===== src/rtl/if_fetch_unit.sv =====
// Instruction-fetch producer for the IF/ID register: single-outstanding
// request/grant/response handshake, one presented instruction at a time, redirect-safe.
module if_fetch_unit #(
    parameter logic [31:0] RESET_PC  = 32'h0000_0000,
    parameter logic [31:0] NOP_INSTR = 32'h0000_0013
) (
    input  logic        clk,
    input  logic        reset_n,
    input  logic        stall,
    input  logic        redirect,
    input  logic [31:0] redirect_pc,
    output logic        imem_req,
    output logic [31:0] imem_addr,
    input  logic        imem_gnt,
    input  logic        imem_rvalid,
    input  logic [31:0] imem_rdata,
    output logic [31:0] pc_out,
    output logic [31:0] instruction_out,
    output logic        valid_out
);

    typedef enum logic [1:0] {
        ST_REQ  = 2'd0,
        ST_WAIT = 2'd1,
        ST_HOLD = 2'd2,
        ST_DROP = 2'd3
    } fetch_state_t;

    fetch_state_t state_r;
    fetch_state_t state_next_s;
    logic [31:0]  fetch_pc_r;
    logic [31:0]  fetch_pc_next_s;
    logic [31:0]  pc_out_r;
    logic [31:0]  pc_out_next_s;
    logic [31:0]  instr_r;
    logic [31:0]  instr_next_s;
    logic         valid_r;
    logic         valid_next_s;
    logic [31:0]  redirect_tgt_s;

    // Fetch targets are word aligned; the low two bits of a redirect are dropped.
    assign redirect_tgt_s = redirect_pc & 32'hFFFF_FFFC;

    assign imem_req        = (state_r == ST_REQ);
    assign imem_addr       = fetch_pc_r;
    assign pc_out          = pc_out_r;
    assign instruction_out = instr_r;
    assign valid_out       = valid_r;

    // Next-state and next-output decode; every path starts from "hold".
    always_comb begin
        state_next_s    = state_r;
        fetch_pc_next_s = fetch_pc_r;
        pc_out_next_s   = pc_out_r;
        instr_next_s    = instr_r;
        valid_next_s    = valid_r;
        case (state_r)
            ST_REQ: begin
                if (redirect) begin
                    // A request granted in the redirect cycle still returns data: drop it.
                    fetch_pc_next_s = redirect_tgt_s;
                    if (imem_gnt) begin
                        state_next_s = ST_DROP;
                    end else begin
                        state_next_s = ST_REQ;
                    end
                end else if (imem_gnt) begin
                    state_next_s = ST_WAIT;
                end else begin
                    state_next_s = ST_REQ;
                end
            end
            ST_WAIT: begin
                if (redirect) begin
                    fetch_pc_next_s = redirect_tgt_s;
                    if (imem_rvalid) begin
                        state_next_s = ST_REQ;
                    end else begin
                        state_next_s = ST_DROP;
                    end
                end else if (imem_rvalid) begin
                    pc_out_next_s = fetch_pc_r;
                    instr_next_s  = imem_rdata;
                    valid_next_s  = 1'b1;
                    state_next_s  = ST_HOLD;
                end else begin
                    state_next_s = ST_WAIT;
                end
            end
            ST_HOLD: begin
                if (redirect) begin
                    valid_next_s    = 1'b0;
                    instr_next_s    = NOP_INSTR;
                    fetch_pc_next_s = redirect_tgt_s;
                    state_next_s    = ST_REQ;
                end else if (stall) begin
                    state_next_s = ST_HOLD;
                end else begin
                    valid_next_s    = 1'b0;
                    instr_next_s    = NOP_INSTR;
                    fetch_pc_next_s = fetch_pc_r + 32'd4;
                    state_next_s    = ST_REQ;
                end
            end
            ST_DROP: begin
                if (redirect) begin
                    fetch_pc_next_s = redirect_tgt_s;
                end else begin
                    fetch_pc_next_s = fetch_pc_r;
                end
                if (imem_rvalid) begin
                    state_next_s = ST_REQ;
                end else begin
                    state_next_s = ST_DROP;
                end
            end
            default: begin
                state_next_s    = ST_REQ;
                fetch_pc_next_s = RESET_PC;
                valid_next_s    = 1'b0;
                instr_next_s    = NOP_INSTR;
            end
        endcase
    end

    // State and presented-instruction registers.
    always_ff @(posedge clk or negedge reset_n) begin
        if (!reset_n) begin
            state_r    <= ST_REQ;
            fetch_pc_r <= RESET_PC;
            pc_out_r   <= 32'h0000_0000;
            instr_r    <= NOP_INSTR;
            valid_r    <= 1'b0;
        end else begin
            state_r    <= state_next_s;
            fetch_pc_r <= fetch_pc_next_s;
            pc_out_r   <= pc_out_next_s;
            instr_r    <= instr_next_s;
            valid_r    <= valid_next_s;
        end
    end

endmodule

===== config.mk =====
export PLATFORM = sky130hd
export DESIGN_NAME = if_fetch_unit
export DESIGN_NICKNAME = d
export VERILOG_FILES = /design/src/rtl/if_fetch_unit.sv
export SDC_FILE = /design/constraint.sdc
export NUM_CORES = 1
export LEC_CHECK = 0
export CORE_MARGIN = 4
export CORE_UTILIZATION = 45
export CTS_CLUSTER_SIZE = 40
export DETAILED_ROUTE_END_ITERATION = 6
export HOLD_SLACK_MARGIN = 0.03
export PLACE_DENSITY_LB_ADDON = 0.1
export SETUP_SLACK_MARGIN = 0.5
export SYNTH_ARGS = -nofsm -noshare
export SYNTH_HDL_FRONTEND = slang
export SYNTH_SLANG_ARGS = --single-unit

===== constraint.sdc =====
create_clock -name clk -period 3.13 [get_ports clk]
set_clock_uncertainty 0.15 [all_clocks]
set_input_delay 0.626 -clock clk [delete_from_list [all_inputs] [get_ports clk]]
set_output_delay 0.626 -clock clk [all_outputs]
set_load 0.1 [all_outputs]

==> key figures, run 1 <==
Outcome
  – Status: finished clean

STA
  – Hold WS: 0.173 ns
  – Hold Vio Cnt, Final: 0
  – Setup TNS: 0 ns
  – RSZ-0062 raised after global routing: false
  – Tmin final: 2.49 ns
  – Final period utilization: between 70% and 80%
  – Setup-failing EPs final: 0
  – Max-Slew Margin vs Limit: about a fifth
  – Slew Limit Fails: 0
  – Max Clk Rate: 401 MHz
  – Slew @ Worst Pin: between 1 and 1.5 ns

Synthesis
  – Synth Register Bits: 95
  – Mux contribution to synthesized area: under 10%
  – Syn_area_per_cell: a little under 10 µm²
  – Post-Synthesis Cells: between 400 and 500
  – Yosys warnings: 0
  – Post-Synth Adder-Cell Area: ~1.1%
  – Fraction of registers with async set/reset: 100%
  – Post-Synth XOR/XNOR Area: under 10%
  – Post-synth EDFFs: 0
  – Register area share after synthesis: a little over half
  – Top_reg_cell synth: dfrtp_1
  – Post-synthesis compound-gate area fraction: under 10%
  – Post-Syn Area: 4520 µm²
  – Largest family of logic cells by synthesized area: simple AND/OR/NAND/NOR gates
  – Cell variety after synth: 53
  – Simple-gate share of the synthesized area: 24.8%

Clock tree
  – CTS root buffer: clkbuf_8
  – CTS Buf Count: 9
  – Postcts setup bufs: 0
  – Worst-Skew Late Latency: approximately 0.36 ns
  – Clock tree buffer depth: 2
  – CTS tree: done
  – Clk slew on worst S/H paths: 0.08 ns
  – Clk sink count: 95
  – H-tree levels: 3

Worst setup path
  – R2r setup slk: approximately 0.75 ns
  – CP arrival: around 2.6 ns
  – CP Class: input pin to flop
  – Crit path launch: stall
  – Data required time of the worst path: around 3.3 ns
  – Endpoint class of the critical path: flop
  – Worst setup SP type: input pin
  – R2R Path Start: state_r[1]
  – Worst-path fanout max: 5

Global route
  – Largest net degree at the start of global routing: 61
  – Global route overflow: 0
  – Global-route wire length before repair: 20.7 mm
  – GRT Overall Usage: between 20 and 25%
  – Initial antenna violation count: 0
  – Vias in the first global route: between 4000 and 5000

Power and ir drop
  – Worst IR Drop VDD: around 0.87 mV
  – Leakage: about 2.9 nW
  – PwrDens: 1120 nW/µm²

Routing
  – Initial DRC Count: 221
  – DR vias: roughly 4100
  – Vias per cell: between 5 and 6
  – Avg WL per Cell: 16.7 µm
  – DRC: 0
  – Detailed Routing Iterations Pass 1: 4
  – Post-route ant nets: 0
  – Final wirelength: between 10 and 15 mm

Floorplanning
  – Placeable Area: a little under 10000 µm²
  – Initial Util: about 46%
  – IO Pins: 168
  – Row count: 36
  – Die Ht: approximately 110 µm
  – Die width: between 100 and 150 µm
  – Die footprint: roughly 12000 µm²

Min path
  – Worst hold path class: input pin to asynchronous set/reset pin

Placed design
  – Post-DP HPWL: between 9 and 10 mm
  – Placer Congestion: between 0.8 and 0.9
  – Number of port buffers: approximately 160

Finish
  – Final nets: 700
  – # diodes: 0
  – Area grow syn2layout: 39.0%
  – Share of cells above drive strength 1: 26.8%
  – Fillers: around 850

Flow run
  – Max-cap violations: 0
[flip-flops by register name (all words and copies together), names as in the netlist]
name and flops:
imem_addr 30, valid_out 1, pc_out 30, state_r 2, instruction_out 32
[logic make-up after synthesis]
logic type	count (synthesis)
AO/OA/AOI/OAI	64
XOR/XNOR	10
adder cells (fa/ha/maj)	4
buffers and inverters	39
flip-flops	95
multiplexers	26
other	1
AND/OR/NAND/NOR	229
[cell usage after synthesis, drive strengths merged (2+ instances only)]
cell,number,share of area (%)
o31ai,8,1.3
ha,4,1.1
nand4,17,2.4
o21ai,22,2.4
nor2,23,1.9
a211oi,2,0.33
buf,8,1.1
xor2,4,0.78
dfstp,3,1.7
and4,3,0.58
nor4b,2,0.39
or2,4,0.55
a21oi,7,0.78
nor4,9,1.4
o21a,2,0.33
a31oi,5,0.69
clkbuf,24,2.0
nor2b,8,1.1
inv,6,0.50
dfrtp,92,51
a211o,2,0.39
mux2,25,6.2
nor3,8,0.89
a22oi,4,0.66
o311ai,2,0.39
xnor2,6,1.2
nand3,49,5.4
nand2b,2,0.28
a311oi,3,0.58
or4,4,0.66
nor3b,2,0.44
nand2,91,7.6
[metal layers]
| metal | routed length, µm | share of wire, % | GRT usage, % |
|---|---|---|---|
| met1 | 5670 | 44 | 30.4 |
| met2 | 5790 | 45 | 35.3 |
| met3 | 1120 | 8.7 | 5.79 |
| met4 | 182 | 1.4 | 6.67 |
| met5 | 0 | 0 | 0 |
[final timing paths]
kind,endpoint,depth (start not counted)
max,imem_addr[19],5
min,instruction_out[17],1
max reg2reg,imem_addr[19],4
min reg2reg,instruction_out[22],2
max in group asynchronous,instruction_out[9],2
min in group clk,instruction_out[22],2
[critical path, cell delays in order]
cell and delay, ns:
clkdlybuf4s50_1 0.46, or3b_1 0.40, or4_4 0.54, or4_1 0.42, a31oi_1 0.17
[power by group]
part | total (mW) | switching (mW) | internal [mW]
combinational | 4.33 | 3.44 | 0.885
sequential | 1.89 | 0.275 | 1.62
clock | 0.832 | 0.423 | 0.408
[metrics by stage]
step           power (mW)  std cells  util (%)  worst slack [ns]  instance area [µm²]
3_3_place_gp         6.21        748      62.2             0.211                 6080
5_1_grt              7.33        763      64.2             0.575                 6280
3_5_place_dp         6.27        748      62.2             0.205                 6080
6_report             7.05        763      64.2             0.636                 6280
4_1_cts              7.10        763      64.2             0.569                 6270
2_1_floorplan        5.27        471         -             0.420                 4540
[final cells by class]
type                    instances  area (µm²)  area share, %
clock buffers                  12         155           2.47
clock inverters                 3        42.5          0.678
inverters                       7        26.3          0.419
multi-input cells             337        2000           31.9
flip-flops and latches         95        2390           38.1
well taps                     133         166           2.65
repair buffers                176        1490           23.8
[placed cells by master, fill, tap and decap left out, types with 5 or more instances in the layout]
master           count
buf_4              109
nand2_1             91
dfrtp_1             86
clkdlybuf4s50_1     65
nand3_1             49
mux2_2              25
nor2_1              23
o21ai_0             22
nand4_1             17
clkbuf_8            11
nor2b_1              8
nor3_1               8
nor4_1               8
o31ai_1              8
inv_1                6
a21oi_1              6
xnor2_1              6
dfrtp_2              6
a31oi_1              5
[what timing repair did]
| item | CTS | global route |
|---|---|---|
| gates resized for setup | 0 | 1 |
| endpoints found under the setup margin | 0 | 2 |
| hold buffers | 0 | 0 |
(Power assumes the default switching activity.)
==> run 2, diff against run 1 <==
Clock period 3.13 ns to 2.5 ns, I/O delays scaled along.
==> run 2 against run 1 <==
Sequential power increased by 25%. Hold slack gained 0.15 ns. Die area unchanged. Total power up 25%. Critical path depth unchanged. Register-to-register slack got worse by 0.32 ns. Sequential cell count unchanged. Wire length fell by 0.24%. Combinational power grew 28%.
==> key figures, run 2 (synthesis results as in run 1) <==
Routing
  – DRC: 0
  – Initial DRC Count: approximately 240
  – Avg WL per Cell: 16.4 µm
  – Final wirelength: approximately 13 mm
  – Detailed Routing Iterations Pass 1: 4
  – DR vias: between 4000 and 5000
  – Vias per cell: 5.34
  – Post-route ant nets: 0

Floorplanning
  – Die width: ~110 µm
  – Die footprint: between 10000 and 15000 µm²
  – Die Ht: between 100 and 150 µm
  – IO Pins: 168
  – Placeable Area: roughly 9800 µm²
  – Row count: 36
  – Initial Util: 46.2%

Finish
  – Final nets: ~710
  – Share of cells above drive strength 1: around a third
  – Most frequent cells in the layout: buf_4 (116), nand2_1 (89), dfrtp_1 (65)
  – Number of flip-flops in the largest register: 32
  – Non-filler instance count after layout: approximately 780
  – Most common cell after layout, fill and taps aside: buf_4
  – Area grow syn2layout: 44.8%

Worst setup path
  – Critical Path, Cell by Cell: dlygate4sd2_1, or3b_4, or4_4, or4_1, a31oi_1
  – Worst setup SP type: input pin
  – CP arrival: approximately 2.2 ns
  – Crit path buffers/inverters: 1
  – Crit path launch: stall
  – CP Class: input pin to flop
  – Max incr delay on CP: about 0.48 ns
  – Data required time of the worst path: approximately 2.6 ns
  – Crit-path slowest cell: or4_1
  – Endpoint class of the critical path: flop
  – CP top delay family: simple AND/OR/NAND/NOR gates
  – Reg2Reg Depth: 4
  – R2R Path Start: state_r[0]
  – Worst-path fanout max: 4
  – Crit path depth: 5

Global route
  – GRT Overall Usage: approximately 22%
  – Global route overflow: 0
  – Vias in the first global route: 4040
  – Global-route wire length before repair: roughly 20 mm
  – Initial antenna violation count: 1
  – Largest net degree at the start of global routing: 60

STA
  – RSZ-0062 raised after global routing: true
  – Hold WS: between 0.3 and 0.4 ns
  – Tmin final: between 2 and 2.5 ns
  – Final setup margin: between 0.4 and 0.5 ns
  – Setup-failing EPs final: 0
  – Final period utilization: a little over four fifths
  – Max Clk Rate: around 480 MHz
  – Hold Vio Cnt, Final: 0
  – Slew Limit Fails: 0
  – Setup TNS: 0 ns
  – Slew @ Worst Pin: approximately 0.58 ns
  – Max-Slew Margin vs Limit: about 61%

Placed design
  – Placer Congestion: about 0.83
  – Number of port buffers: about 160
  – Placement Setup Slack: -0.209 ns
  – Post-DP HPWL: about 9.1 mm
  – Number of instances in the placed design: 754

Min path
  – Hold path cells: 2
  – Hold path startpoint: instruction_out[20]
  – Worst hold path class: flop to flop

Power and ir drop
  – Worst IR Drop VDD: roughly 1.2 mV
  – Total power: 8.85 mW
  – PwrDens: 1350 nW/µm²
  – Leakage: approximately 3 nW

Clock tree
  – CTS Buf Count: 9
  – Clock tree buffer depth: 2
  – Worst-Skew Late Latency: approximately 0.37 ns
  – H-tree levels: 3
  – Clk slew on worst S/H paths: roughly 0.080 ns
  – Clk sink count: 95
  – CTS root buffer: clkbuf_8
  – CTS tree: done

Flow run
  – Max-cap violations: 0

Outcome
  – Status: finished clean
==> run 2: routing by layer <==
metal	up-vias	part of all wire (%)	global-route usage, %
li1	1991	-	-
met3	21	7.1	5.19
met2	145	47	33.4
met5	-	0	0
met4	0	2.2	8.93
met1	1984	44	30.7
==> run 2: where the power goes <==
part	switching (mW)	leakage (nW)	internal [mW]
Clock	0.510	0.0850	0.420
Combinational	4.36	1.70	1.19
Sequential	0.327	1.15	2.04
Total	5.19	2.93	3.65
==> run 2: cell type report <==
type	count	area, µm²
clock buffers	16	170
inverters	7	38.8
repair buffers	187	1600
well taps	133	166
flip-flops and latches	95	2440
multi-input cells	337	2130
diodes	1	2.50
fillers	798	3240
==> run 2: worst paths after layout <==
| kind | end | slack [ns] |
|---|---|---|
| setup / recovery | imem_addr[19] | 0.41 |
| hold / removal | instruction_out[20] | 0.32 |
| setup reg to reg | imem_addr[19] | 0.43 |
| hold reg to reg | instruction_out[20] | 0.32 |
| max in group asynchronous | imem_addr[3] | 1.01 |
| min in group asynchronous | pc_out[25] | 0.51 |
==> run 2: per-stage QoR <==
stage | cell area, µm² | utilization (%)
4_1_cts | 6460 | 66.1
3_3_place_gp | 6250 | 63.9
3_5_place_dp | 6250 | 63.9
6_report | 6540 | 66.9
2_1_floorplan | 4710 | -
5_1_grt | 6540 | 66.9
==> run 2: what timing repair did <==
action	CTS	global route
setup buffers	2	2
hold buffers	1	0
endpoints found under the hold margin	36	0
setup endpoints to repair	14	11
resized for setup	8	12
pin swaps	5	2
==> run 2: worst register-to-register path: stages (launching register included) <==
cell,delay (ns)
dfrtp_1,0.39
or3b_4,0.38
or4_4,0.45
or4_1,0.48
a31oi_1,0.14
==> run 3, diff against run 2 <==
Clock period 2.5 ns to 2.2 ns, I/O delays scaled along.
==> run 3 against run 2 <==
First-iteration DRC count increased by 120%. The run now ends with negative setup slack left. Sequential cell count unchanged. Register-to-register slack got worse by 0.48 ns. Combinational power increased by 32%. Design area increased by 20%. Largest cell class is now non-clock buffers. Hold slack got worse by 0.012 ns. Utilization increased by 13 points. Critical path depth increased by 6. Wire length increased by 28%. Non-clock buffer count increased by 57. Critical path type is now flop to flop. Critical endpoint is now imem_addr[6].
==> key figures, run 3 (synthesis results as in run 1) <==
Clock tree
  – H-tree levels: 3
  – CTS Buf Count: 9
  – CTS tree: done
  – Clk slew on worst S/H paths: 0.10 ns
  – CTS root buffer: clkbuf_8
  – Clock tree buffer depth: 2
  – Clk sink count: 95
  – Worst-Skew Late Latency: roughly 0.37 ns

STA
  – Setup TNS: -0.0545 ns
  – Slew Limit Fails: 0
  – Hold WS: ~0.3 ns
  – Setup-failing EPs final: 1
  – Hold Vio Cnt, Final: 0
  – Tmin final: between 2 and 2.5 ns
  – RSZ-0062 raised after global routing: true
  – Final setup margin: -0.0545 ns
  – Max Clk Rate: roughly 440 MHz
  – Final period utilization: 102%

Global route
  – GRT Overall Usage: about a quarter
  – Global route overflow: 0
  – Largest net degree at the start of global routing: a little over 60
  – Vias in the first global route: between 4000 and 5000
  – Initial antenna violation count: 1
  – Global-route wire length before repair: between 20 and 25 mm

Routing
  – Detailed Routing Iterations Pass 1: 6
  – DR vias: 4730
  – Final wirelength: between 15 and 20 mm
  – Vias per cell: 5.68
  – DRC: 0
  – Initial DRC Count: approximately 540
  – Post-route ant nets: 0
  – Avg WL per Cell: just under 20 µm

Finish
  – Area grow syn2layout: 73.3%
  – Final nets: 768
  – Number of flip-flops in the largest register: 32
  – Non-filler instance count after layout: about 830
  – Share of cells above drive strength 1: about two fifths
  – Most common cell after layout, fill and taps aside: buf_4
  – Most frequent cells in the layout: buf_4 (106), nand2_1 (91), dfrtp_1 (64)

Floorplanning
  – Die footprint: approximately 12000 µm²
  – IO Pins: roughly 170
  – Initial Util: approximately 46%
  – Row count: 36
  – Die width: ~110 µm
  – Die Ht: 108 µm
  – Placeable Area: ~9800 µm²

Worst setup path
  – CP dominant cell by count: buf_4
  – Data required time of the worst path: approximately 2.3 ns
  – CP top delay family: buffers and inverters
  – CP arrival: between 2 and 2.5 ns
  – Critical Path, Cell by Cell: buf_4, buf_6, buf_12, buf_4, buf_4, nor3b_4, buf_4, buf_6, nand4_1, xor2_1, o21ai_1
  – Crit path buffers/inverters: 7
  – Worst setup SP type: flop
  – Worst-path fanout max: 5
  – Max incr delay on CP: 0.41 ns
  – Endpoint class of the critical path: flop
  – Crit-path slowest cell: dfrtp_1
  – CP Class: flop to flop

Placed design
  – Number of port buffers: roughly 160
  – Placement Setup Slack: -0.413 ns
  – Post-DP HPWL: 9.48 mm
  – Placer Congestion: 0.856
  – Number of instances in the placed design: around 760

Power and ir drop
  – PwrDens: approximately 1400 nW/µm²
  – Leakage: 3.66 nW
  – Worst IR Drop VDD: 1.24 mV
  – Total power: 11.3 mW

Flow run
  – Max-cap violations: 0

Outcome
  – Failing checks: negative setup slack
  – Status: finished with violations

Min path
  – Worst hold path class: input pin to flop
[run 3: repair_timing]
action / 4_1_cts / 5_1_grt
gates resized for setup: 64 / 56
endpoints found under the setup margin: 68 / 118
gates cloned: 2 / 0
endpoints found under the hold margin: 23 / 0
hold buffers: 1 / 0
pin swaps: 19 / 22
setup buffers: 33 / 17
[run 3: worst paths after layout]
kind	cells past startpoint	slack, ns	to	from
worst min register to register	2	0.32	instruction_out[16]	instruction_out[16]
max in group asynchronous	3	0.86	imem_addr[10]	reset_n
worst min-delay path	3	0.31	imem_addr[19]	redirect
worst max register to register	11	-0.05	imem_addr[6]	state_r[0]
min in group asynchronous	2	0.39	instruction_out[18]	reset_n
worst max-delay path	11	-0.05	imem_addr[6]	state_r[0]
[run 3: routing by layer]
layer	vias to the layer above	track usage (%)	routed length, µm
met3	48	5.91	1470
li1	2101	-	-
met2	274	42.4	7730
met4	0	9.38	428
met5	-	0	0
met1	2307	33.2	6650
[run 3: report_power, final]
part,switching [mW],internal (mW)
sequential,0.423,2.33
combinational,5.23,2.09
clock,0.627,0.553
[run 3: worst min-delay path: cells and delay by family]
family                 cells  cell delay (ns)
AOI/OAI and AO/OA          1             0.09
buffers and inverters      2             0.27
[run 3: layout make-up]
type                       count  area [µm²]
antenna                        1        2.50
clock buffer                  12         145
clock inverter                 4        45.0
fill                         604        1950
inverter                       7        38.8
multi-input combinational    337        2420
sequential                    95        2450
tap                          133         166
timing repair buffer         244        2560
[run 3: metrics by stage]
stage                     util [%]  cell area, µm²
final                         80.1            7830
after global routing          80.1            7830
after CTS                     76.4            7470
after detailed placement      68.4            6690
after global placement        68.4            6690
after floorplan                  -            4850
